### config.mk
export PLATFORM = sky130hd
export DESIGN_NAME = trig_seq_divider
export DESIGN_NICKNAME = d
export VERILOG_FILES = /design/src/rtl/trig_pkg.sv /design/src/rtl/trig_sync.sv /design/src/rtl/trig_seq_divider.sv
export SDC_FILE = /design/constraint.sdc
export NUM_CORES = 1
export LEC_CHECK = 0
export ABC_AREA = 1
export BUFFER_PORTS_ARGS = -buffer_cell sky130_fd_sc_hd__buf_2
export CAP_MARGIN = 20
export CORE_ASPECT_RATIO = 1.4
export CORE_MARGIN = 2
export CORE_UTILIZATION = 56
export CTS_BUF_LIST = sky130_fd_sc_hd__clkbuf_8
export DETAILED_ROUTE_END_ITERATION = 10
export PLACE_DENSITY = 0.81
export SETUP_SLACK_MARGIN = 0.05
export SLEW_MARGIN = 30
export SYNTH_ARGS = -nofsm -noshare
export SYNTH_HDL_FRONTEND = slang
export SYNTH_HIERARCHICAL = 1
export SYNTH_SLANG_ARGS = --single-unit
### constraint.sdc
create_clock -name clk -period 1.7 [get_ports clk]
set_input_delay 0.255 -clock clk [delete_from_list [all_inputs] [get_ports clk]]
set_output_delay 0.255 -clock clk [all_outputs]
set_load 0.005 [all_outputs]
### src/rtl/trig_pkg.sv
// ============================================================================
//  Module      : trig_pkg
//  Description : Shared FSM state encoding and default parameter constants for
//                the trigger sequence divider.
//  Revision    : 1.0 - initial release
// ============================================================================
`default_nettype none

package trig_pkg;

    localparam int c_DEF_CTR_W   = 3;
    localparam int c_DEF_N_STRB  = 2;
    localparam int c_DEF_PULSE_W = 8;
    localparam int c_DEF_HOLD_W  = 9;
    localparam int c_DEF_MISS_W  = 8;

    typedef enum logic [1:0] {
        ST_IDLE    = 2'd0,
        ST_ARMED   = 2'd1,
        ST_HOLDOFF = 2'd2,
        ST_BLOCKED = 2'd3
    } trig_state_t;

endpackage

`default_nettype wire

### src/rtl/trig_sync.sv
// ============================================================================
//  Module      : trig_sync
//  Description : Parametrised-width two-flop synchroniser, cleared by reset.
//  Revision    : 1.0 - initial release
// ============================================================================
`default_nettype none

module trig_sync #(
    parameter int W = 1
) (
    input  logic         clk,
    input  logic         rst,
    input  logic [W-1:0] i_d,
    output logic [W-1:0] o_q
);

    logic [W-1:0] r_meta;
    logic [W-1:0] r_sync;

    always_ff @(posedge clk) begin
        if (rst) begin
            r_meta <= '0;
            r_sync <= '0;
        end else begin
            r_meta <= i_d;
            r_sync <= r_meta;
        end
    end

    assign o_q = r_sync;

endmodule

`default_nettype wire

### src/rtl/trig_seq_divider.sv
// ============================================================================
//  Module      : trig_seq_divider
//  Description : Trigger sequence divider: counts trigger edges through a
//                wrapping slot sequence, emits DAQ trigger and per-channel
//                strobes, with optional holdoff (macro TRIG_HOLDOFF_EN) and
//                DAQ-ready blocking.
//  Revision    : 1.0 - initial release
// ============================================================================
`default_nettype none

module trig_seq_divider
    import trig_pkg::*;
#(
    parameter int CTR_W   = c_DEF_CTR_W,
    parameter int N_STRB  = c_DEF_N_STRB,
    parameter int PULSE_W = c_DEF_PULSE_W,
    parameter int HOLD_W  = c_DEF_HOLD_W,
    parameter int MISS_W  = c_DEF_MISS_W
) (
    input  logic                     clk,
    input  logic                     rst,
    input  logic                     trig_ext,
    input  logic                     trig_int,
    input  logic                     trig_int_en,
    input  logic                     run,
    input  logic [CTR_W-1:0]         trig_max_cnt,
    input  logic [N_STRB*CTR_W-1:0]  trig_seq_sel,
    input  logic                     trig_blk,
    input  logic                     empty_trig_blk,
    input  logic                     trig_rdy,
    input  logic [HOLD_W-1:0]        hold_len,
    input  logic                     pulse_ctr_clr,
    output logic                     trig_out,
    output logic [N_STRB-1:0]        trig_strb,
    output logic [PULSE_W-1:0]       pulse_ctr,
    output logic [MISS_W-1:0]        miss_ctr,
    output logic                     pile_up,
    output logic                     blocked
);

    localparam int c_SEL_W  = N_STRB * CTR_W;
    localparam int c_SYNC_W = 7 + CTR_W + c_SEL_W;

    logic                r_ext_iob;
    logic                r_int_q;
    logic [c_SYNC_W-1:0] w_sync_in;
    logic [c_SYNC_W-1:0] w_sync_out;

    logic                w_ext_s;
    logic                w_int_en_s;
    logic                w_run_s;
    logic                w_blk_s;
    logic                w_empty_s;
    logic                w_rdy_s;
    logic                w_clr_s;
    logic [CTR_W-1:0]    w_max_s;
    logic [c_SEL_W-1:0]  w_sel_s;

    logic                w_trig_mux;
    logic                r_trig_d;
    logic                r_edge;
    logic                r_rdy_d;
    logic                w_rdy_rise;

    trig_state_t         r_state;
    trig_state_t         w_state_nxt;
    logic [CTR_W-1:0]    r_seq_ctr;
    logic [N_STRB-1:0]   w_strb_hit;
    logic                w_any_hit;
    logic                w_accept;
    logic                w_out_fire;
    logic                w_blk_edge;
    logic                w_live_edge;

    // External trigger lands in a single IOB-packable flop before synchronising
    always_ff @(posedge clk) begin
        if (rst) begin
            r_ext_iob <= 1'b0;
            r_int_q   <= 1'b0;
        end else begin
            r_ext_iob <= trig_ext;
            r_int_q   <= trig_int;
        end
    end

    assign w_sync_in = {r_ext_iob, trig_int_en, run, trig_blk, empty_trig_blk,
                        trig_rdy, pulse_ctr_clr, trig_max_cnt, trig_seq_sel};

    trig_sync #(
        .W   (c_SYNC_W)
    ) u_sync_ctl (
        .clk (clk),
        .rst (rst),
        .i_d (w_sync_in),
        .o_q (w_sync_out)
    );

    assign {w_ext_s, w_int_en_s, w_run_s, w_blk_s, w_empty_s,
            w_rdy_s, w_clr_s, w_max_s, w_sel_s} = w_sync_out;

`ifdef TRIG_HOLDOFF_EN
    logic [HOLD_W-1:0] w_hold_s;
    logic [HOLD_W-1:0] r_hold_cnt;

    trig_sync #(
        .W   (HOLD_W)
    ) u_sync_hold (
        .clk (clk),
        .rst (rst),
        .i_d (hold_len),
        .o_q (w_hold_s)
    );
`else
    logic w_unused_hold;
    assign w_unused_hold = ^hold_len;
`endif

    assign w_trig_mux = w_int_en_s ? r_int_q : w_ext_s;
    assign w_rdy_rise = w_rdy_s & ~r_rdy_d;

    always_ff @(posedge clk) begin
        if (rst) begin
            r_trig_d <= 1'b0;
            r_edge   <= 1'b0;
            r_rdy_d  <= 1'b0;
        end else begin
            r_trig_d <= w_trig_mux;
            r_edge   <= w_trig_mux & ~r_trig_d;
            r_rdy_d  <= w_rdy_s;
        end
    end

    always_comb begin
        w_strb_hit = '0;
        for (int k = 0; k < N_STRB; k++) begin
            w_strb_hit[k] = (w_sel_s[k*CTR_W +: CTR_W] == r_seq_ctr);
        end
    end

    assign w_any_hit   = |w_strb_hit;
    assign w_accept    = r_edge && (r_state == ST_ARMED) && w_run_s;
    assign w_out_fire  = w_accept && (!w_empty_s || w_any_hit);
    assign w_blk_edge  = r_edge && (r_state == ST_BLOCKED);
    assign w_live_edge = r_edge && ((r_state == ST_ARMED) || (r_state == ST_BLOCKED));

    always_ff @(posedge clk) begin
        if (rst) begin
            r_state <= ST_IDLE;
        end else begin
            r_state <= w_state_nxt;
        end
    end

    // A DAQ-ready rise in the same cycle as a new block keeps the FSM armed
    always_comb begin
        w_state_nxt = r_state;
        if (!w_run_s) begin
            w_state_nxt = ST_IDLE;
        end else begin
            case (r_state)
                ST_IDLE: begin
                    w_state_nxt = ST_ARMED;
                end
                ST_ARMED: begin
                    if (w_accept) begin
                        if (w_out_fire && w_blk_s && !w_rdy_rise) begin
                            w_state_nxt = ST_BLOCKED;
                        end
`ifdef TRIG_HOLDOFF_EN
                        else if (w_hold_s != '0) begin
                            w_state_nxt = ST_HOLDOFF;
                        end
`endif
                    end
                end
`ifdef TRIG_HOLDOFF_EN
                ST_HOLDOFF: begin
                    if (r_hold_cnt <= HOLD_W'(1)) begin
                        w_state_nxt = ST_ARMED;
                    end
                end
`endif
                ST_BLOCKED: begin
                    if (w_rdy_rise) begin
                        w_state_nxt = ST_ARMED;
                    end
                end
                default: begin
                    w_state_nxt = ST_IDLE;
                end
            endcase
        end
    end

`ifdef TRIG_HOLDOFF_EN
    // The accepting cycle counts as the first holdoff cycle, so edges spaced
    // exactly hold_len cycles apart are all accepted.
    always_ff @(posedge clk) begin
        if (rst) begin
            r_hold_cnt <= '0;
        end else if ((r_state == ST_ARMED) && (w_state_nxt == ST_HOLDOFF)) begin
            r_hold_cnt <= w_hold_s - 1'b1;
        end else if ((r_state == ST_HOLDOFF) && (r_hold_cnt != '0)) begin
            r_hold_cnt <= r_hold_cnt - 1'b1;
        end
    end
`endif

    always_ff @(posedge clk) begin
        if (rst) begin
            r_seq_ctr <= '0;
            pulse_ctr <= '0;
            miss_ctr  <= '0;
            pile_up   <= 1'b0;
            trig_out  <= 1'b0;
            trig_strb <= '0;
        end else begin
            trig_out  <= w_out_fire;
            trig_strb <= w_accept ? w_strb_hit : '0;

            if (w_live_edge) begin
                r_seq_ctr <= (r_seq_ctr >= w_max_s) ? '0 : r_seq_ctr + 1'b1;
                pile_up   <= ~w_rdy_s;
            end

            if (w_clr_s) begin
                pulse_ctr <= '0;
            end else if (w_live_edge) begin
                pulse_ctr <= pulse_ctr + 1'b1;
            end

            if (w_clr_s) begin
                miss_ctr <= '0;
            end else if (w_blk_edge && (miss_ctr != '1)) begin
                miss_ctr <= miss_ctr + 1'b1;
            end
        end
    end

    assign blocked = (r_state == ST_BLOCKED);

endmodule

`default_nettype wire

==> impl_metrics.sql <==
INSERT INTO impl_metrics (metric_group, metric, value, unit) VALUES
('run_status', 'run_status', 'complete, no violations', ''),
('setup_path', 'worst_setup_path_start_kind', 'flop', ''),
('yosys', 'synthArstFlopShare', '0', '%'),
('setup_path', 'critPathCaptureType', 'flop', ''),
('place', 'port_buffers', '39', ''),
('sta', 'timing.final.setup_violations', '0', ''),
('clock_tree', 'clock_latency', '320', 'ps'),
('sta', 'slew-limit-headroom', '79.8', '%'),
('yosys', 'synth-seq-cells', '62', ''),
('place', 'place_area', '0.00262', 'mm^2'),
('final_layout', 'multi_input_comb_area', '861', 'um^2'),
('yosys', 'synth_top_flop_cell', 'sky130_fd_sc_hd__dfxtp_1', ''),
('sta', 'finalWorstSetupSlack', '238', 'ps'),
('job', 'max-cap-violations', '0', ''),
('floorplan', 'core_region_area', '0.00417', 'mm^2'),
('floorplan', 'die_width', '59.2', 'um'),
('sta', 'finClkSkew', '6.57', 'ps'),
('clock_tree', 'cts.clk_slew.worst_paths', '60', 'ps'),
('final_layout', 'post_route_cells_drive_above_1_share', '18.8', '%'),
('final_layout', 'instances_no_fill', '397', ''),
('global_route', 'maximum_number_of_pins_on_one_net_before_global_route_repair', '28', ''),
('global_route', 'first_global_vias', '1633', ''),
('yosys', 'synth_sequential_area_ratio', '51.9', '%'),
('yosys', 'syn_area_per_cell', '8.00', 'um^2'),
('yosys', 'ys_types', '28', ''),
('power', 'leakage', '1.44', 'nW'),
('power', 'fin_total_pwr', '2.97', 'mW'),
('setup_path', 'path_class', 'reg2reg', ''),
('clock_tree', 'cts_hold_buffers', '0', ''),
('yosys', 'synth_nets', '333', ''),
('sta', 'fin_crit_sh', '86.0', '%'),
('place', 'placed_cells', '381', ''),
('yosys', 'combined_area_of_all_synthesized_cells', '0.00239', 'mm^2'),
('routing', 'detailedRoute.firstIterationViolations', '88', ''),
('global_route', 'grt_antenna_before_repair', '0', ''),
('yosys', 'synthDominantCellAreaShare', '51.9', '%'),
('place', 'place_congestion', '0.817', ''),
('yosys', 'edff_count_synth', '0', ''),
('clock_tree', 'tritoncts.num_buffers', '9', ''),
('routing', 'wl_per_cell', '9.37', 'um'),
('yosys', 'synth_cells', '299', ''),
('routing', 'vias', '1822', ''),
('routing', 'postRouteWirelength', '3.72', 'mm'),
('yosys', 'synth_top_cell_by_area', 'sky130_fd_sc_hd__dfxtp_1', ''),
('final_layout', 'finish.instance_area', '0.00284', 'mm^2'),
('yosys', 'synth_cell_count_leaders', 'sky130_fd_sc_hd__inv_1 (64), sky130_fd_sc_hd__dfxtp_1 (62), sky130_fd_sc_hd__nor2_1 (59), sky130_fd_sc_hd__nand2_1 (42), sky130_fd_sc_hd__a21oi_1 (12)', ''),
('global_route', 'grt_pass1_wl', '6.48', 'mm'),
('setup_path', 'worstPathRequired', '1900', 'ps'),
('final_layout', 'n_antenna_cell', '0', ''),
('sta', 'rsz0062_at_grt', 'false', ''),
('place', 'dpl.hpwl', '2.68', 'mm'),
('final_layout', 'fillers', '347', ''),
('clock_tree', 'post-cts-setup-buffer-count', '0', ''),
('sta', 'holdWs', '133', 'ps'),
('floorplan', 'start_util', '57.4', '%'),
('clock_tree', 'cts.repair.resized', '0', ''),
('floorplan', 'die-height', '81.3', 'um'),
('global_route', 'global_route.usage.total', '18.0', '%'),
('sta', 'timing.final.crit_period', '1460', 'ps'),
('floorplan', 'fp.dieArea', '0.00482', 'mm^2'),
('final_layout', 'finish.utilization', '68.0', '%'),
('power', 'power_density', '1050', 'mW/mm^2'),
('routing', 'avgViaCountPerCell', '4.59', ''),
('final_layout', 'register_area', '0.00124', 'mm^2'),
('yosys', 'warnings_synthesis', '6', ''),
('min_path', 'hold_path_class', 'in2reg', ''),
('setup_path', 'beginning_of_the_worst_register_to_register_path', 'miss_ctr[0]$_SDFFE_PP0P_', ''),
('sta', 'max_slew_violations', '0', ''),
('setup_path', 'origin_of_the_worst_setup_path', 'miss_ctr[0]$_SDFFE_PP0P_', ''),
('routing', 'drcViolationCount', '0', ''),
('clock_tree', 'cts_num_sinks', '62', '');
==> state kept, by name, summed over array words and instances, names as in the netlist <==
signal / flops
u_sync_ctl/r_meta: 16
trig_strb: 2
trig_out: 1
pile_up: 1
u_sync_ctl/o_q: 16
r_edge: 1
r_seq_ctr: 3
r_ext_iob: 1
miss_ctr: 8
pulse_ctr: 8
r_trig_d: 1
r_int_q: 1
r_rdy_d: 1
r_state: 2
==> path summary, 6_finish.rpt <==
check / slack, ps / endpoint / cells after the start
hold / removal: 130 / u_sync_ctl/r_meta[5]$_SDFF_PP0_ / 3
setup / recovery: 240 / miss_ctr[0]$_SDFFE_PP0P_ / 8
hold reg to reg: 390 / r_edge$_SDFF_PP0_ / 1
setup reg to reg: 240 / miss_ctr[0]$_SDFFE_PP0P_ / 8
==> layer usage <==
layer	global-route usage, %	routed length, um	vias up
met4	8.18	44	0
met5	0	0	-
met2	31.3	1870	43
met1	18.6	1620	791
met3	6.85	184	4
li1	-	-	984
==> power breakdown <==
group          internal [mW]  leakage (nW)  switching, mW
clock                  0.849         0.119          0.504
combinational         0.0444         0.810         0.0601
sequential              1.49         0.507         0.0138
total                   2.39          1.44          0.578
==> critical path, cell delays in order (launching register included) <==
cell and delay (ps):
sky130_fd_sc_hd__dfxtp_1 400, sky130_fd_sc_hd__ha_1 230, sky130_fd_sc_hd__nand3_1 100, sky130_fd_sc_hd__nor2_2 130
sky130_fd_sc_hd__nand2_1 80, sky130_fd_sc_hd__nand2_2 150, sky130_fd_sc_hd__inv_2 100, sky130_fd_sc_hd__o21ai_1 130
sky130_fd_sc_hd__a21oi_1 50
==> layout make-up <==
class                   count  area share (%)
repair buffers             41            7.41
inverters                  66            8.91
well taps                  45            1.99
clock buffers              10            4.85
multi-input cells         167            30.3
clock inverters             6            2.73
flip-flops and latches     62            43.8
==> cells by family (layout without fill, tap and decap cells) <==
| family | Yosys count | in the layout | share of synthesized area [%] |
|---|---|---|---|
| multiplexers | 1 | 1 | 0.419 |
| XOR/XNOR | 8 | 8 | 2.93 |
| AND/OR/NAND/NOR | 127 | 127 | 24.1 |
| buffers and inverters | 70 | 123 | 12.2 |
| AO/OA/AOI/OAI | 25 | 25 | 5.34 |
| adder cells (fa/ha/maj) | 6 | 6 | 3.14 |
| flip-flops | 62 | 62 | 51.9 |
==> layout by cell type, fill, tap and decap left out <==
cell type | synthesis | layout
sky130_fd_sc_hd__nand3b_1 | 2 | 2
sky130_fd_sc_hd__nor4_1 | 1 | 1
sky130_fd_sc_hd__nor3_2 | 1 | 1
sky130_fd_sc_hd__nand3_1 | 10 | 10
sky130_fd_sc_hd__nand2_2 | 2 | 2
sky130_fd_sc_hd__nor2_1 | 59 | 58
sky130_fd_sc_hd__inv_6 | 1 | 1
sky130_fd_sc_hd__nor3_1 | 4 | 4
sky130_fd_sc_hd__xor2_1 | 4 | 4
sky130_fd_sc_hd__nor3_4 | 1 | 1
sky130_fd_sc_hd__dfxtp_1 | 62 | 62
sky130_fd_sc_hd__buf_2 | 1 | 39
sky130_fd_sc_hd__bufinv_16 | 0 | 2
sky130_fd_sc_hd__inv_2 | 1 | 1
sky130_fd_sc_hd__ha_1 | 6 | 6
sky130_fd_sc_hd__nor2_8 | 1 | 1
sky130_fd_sc_hd__and3_1 | 1 | 1
sky130_fd_sc_hd__nor2_4 | 1 | 1
sky130_fd_sc_hd__buf_4 | 0 | 2
sky130_fd_sc_hd__o21a_1 | 1 | 1
sky130_fd_sc_hd__clkinv_2 | 0 | 2
sky130_fd_sc_hd__mux2i_1 | 1 | 1
sky130_fd_sc_hd__inv_1 | 64 | 66
sky130_fd_sc_hd__nand3_4 | 1 | 1
sky130_fd_sc_hd__a21oi_1 | 12 | 12
sky130_fd_sc_hd__nor2_2 | 0 | 1
sky130_fd_sc_hd__nand2_4 | 1 | 1
sky130_fd_sc_hd__clkbuf_8 | 0 | 10
sky130_fd_sc_hd__o21ai_1 | 2 | 2
sky130_fd_sc_hd__nand2_1 | 42 | 42
sky130_fd_sc_hd__xnor2_1 | 4 | 4
sky130_fd_sc_hd__o21ai_0 | 10 | 10
No activity file was read; power rests on OpenSTA's default activity.
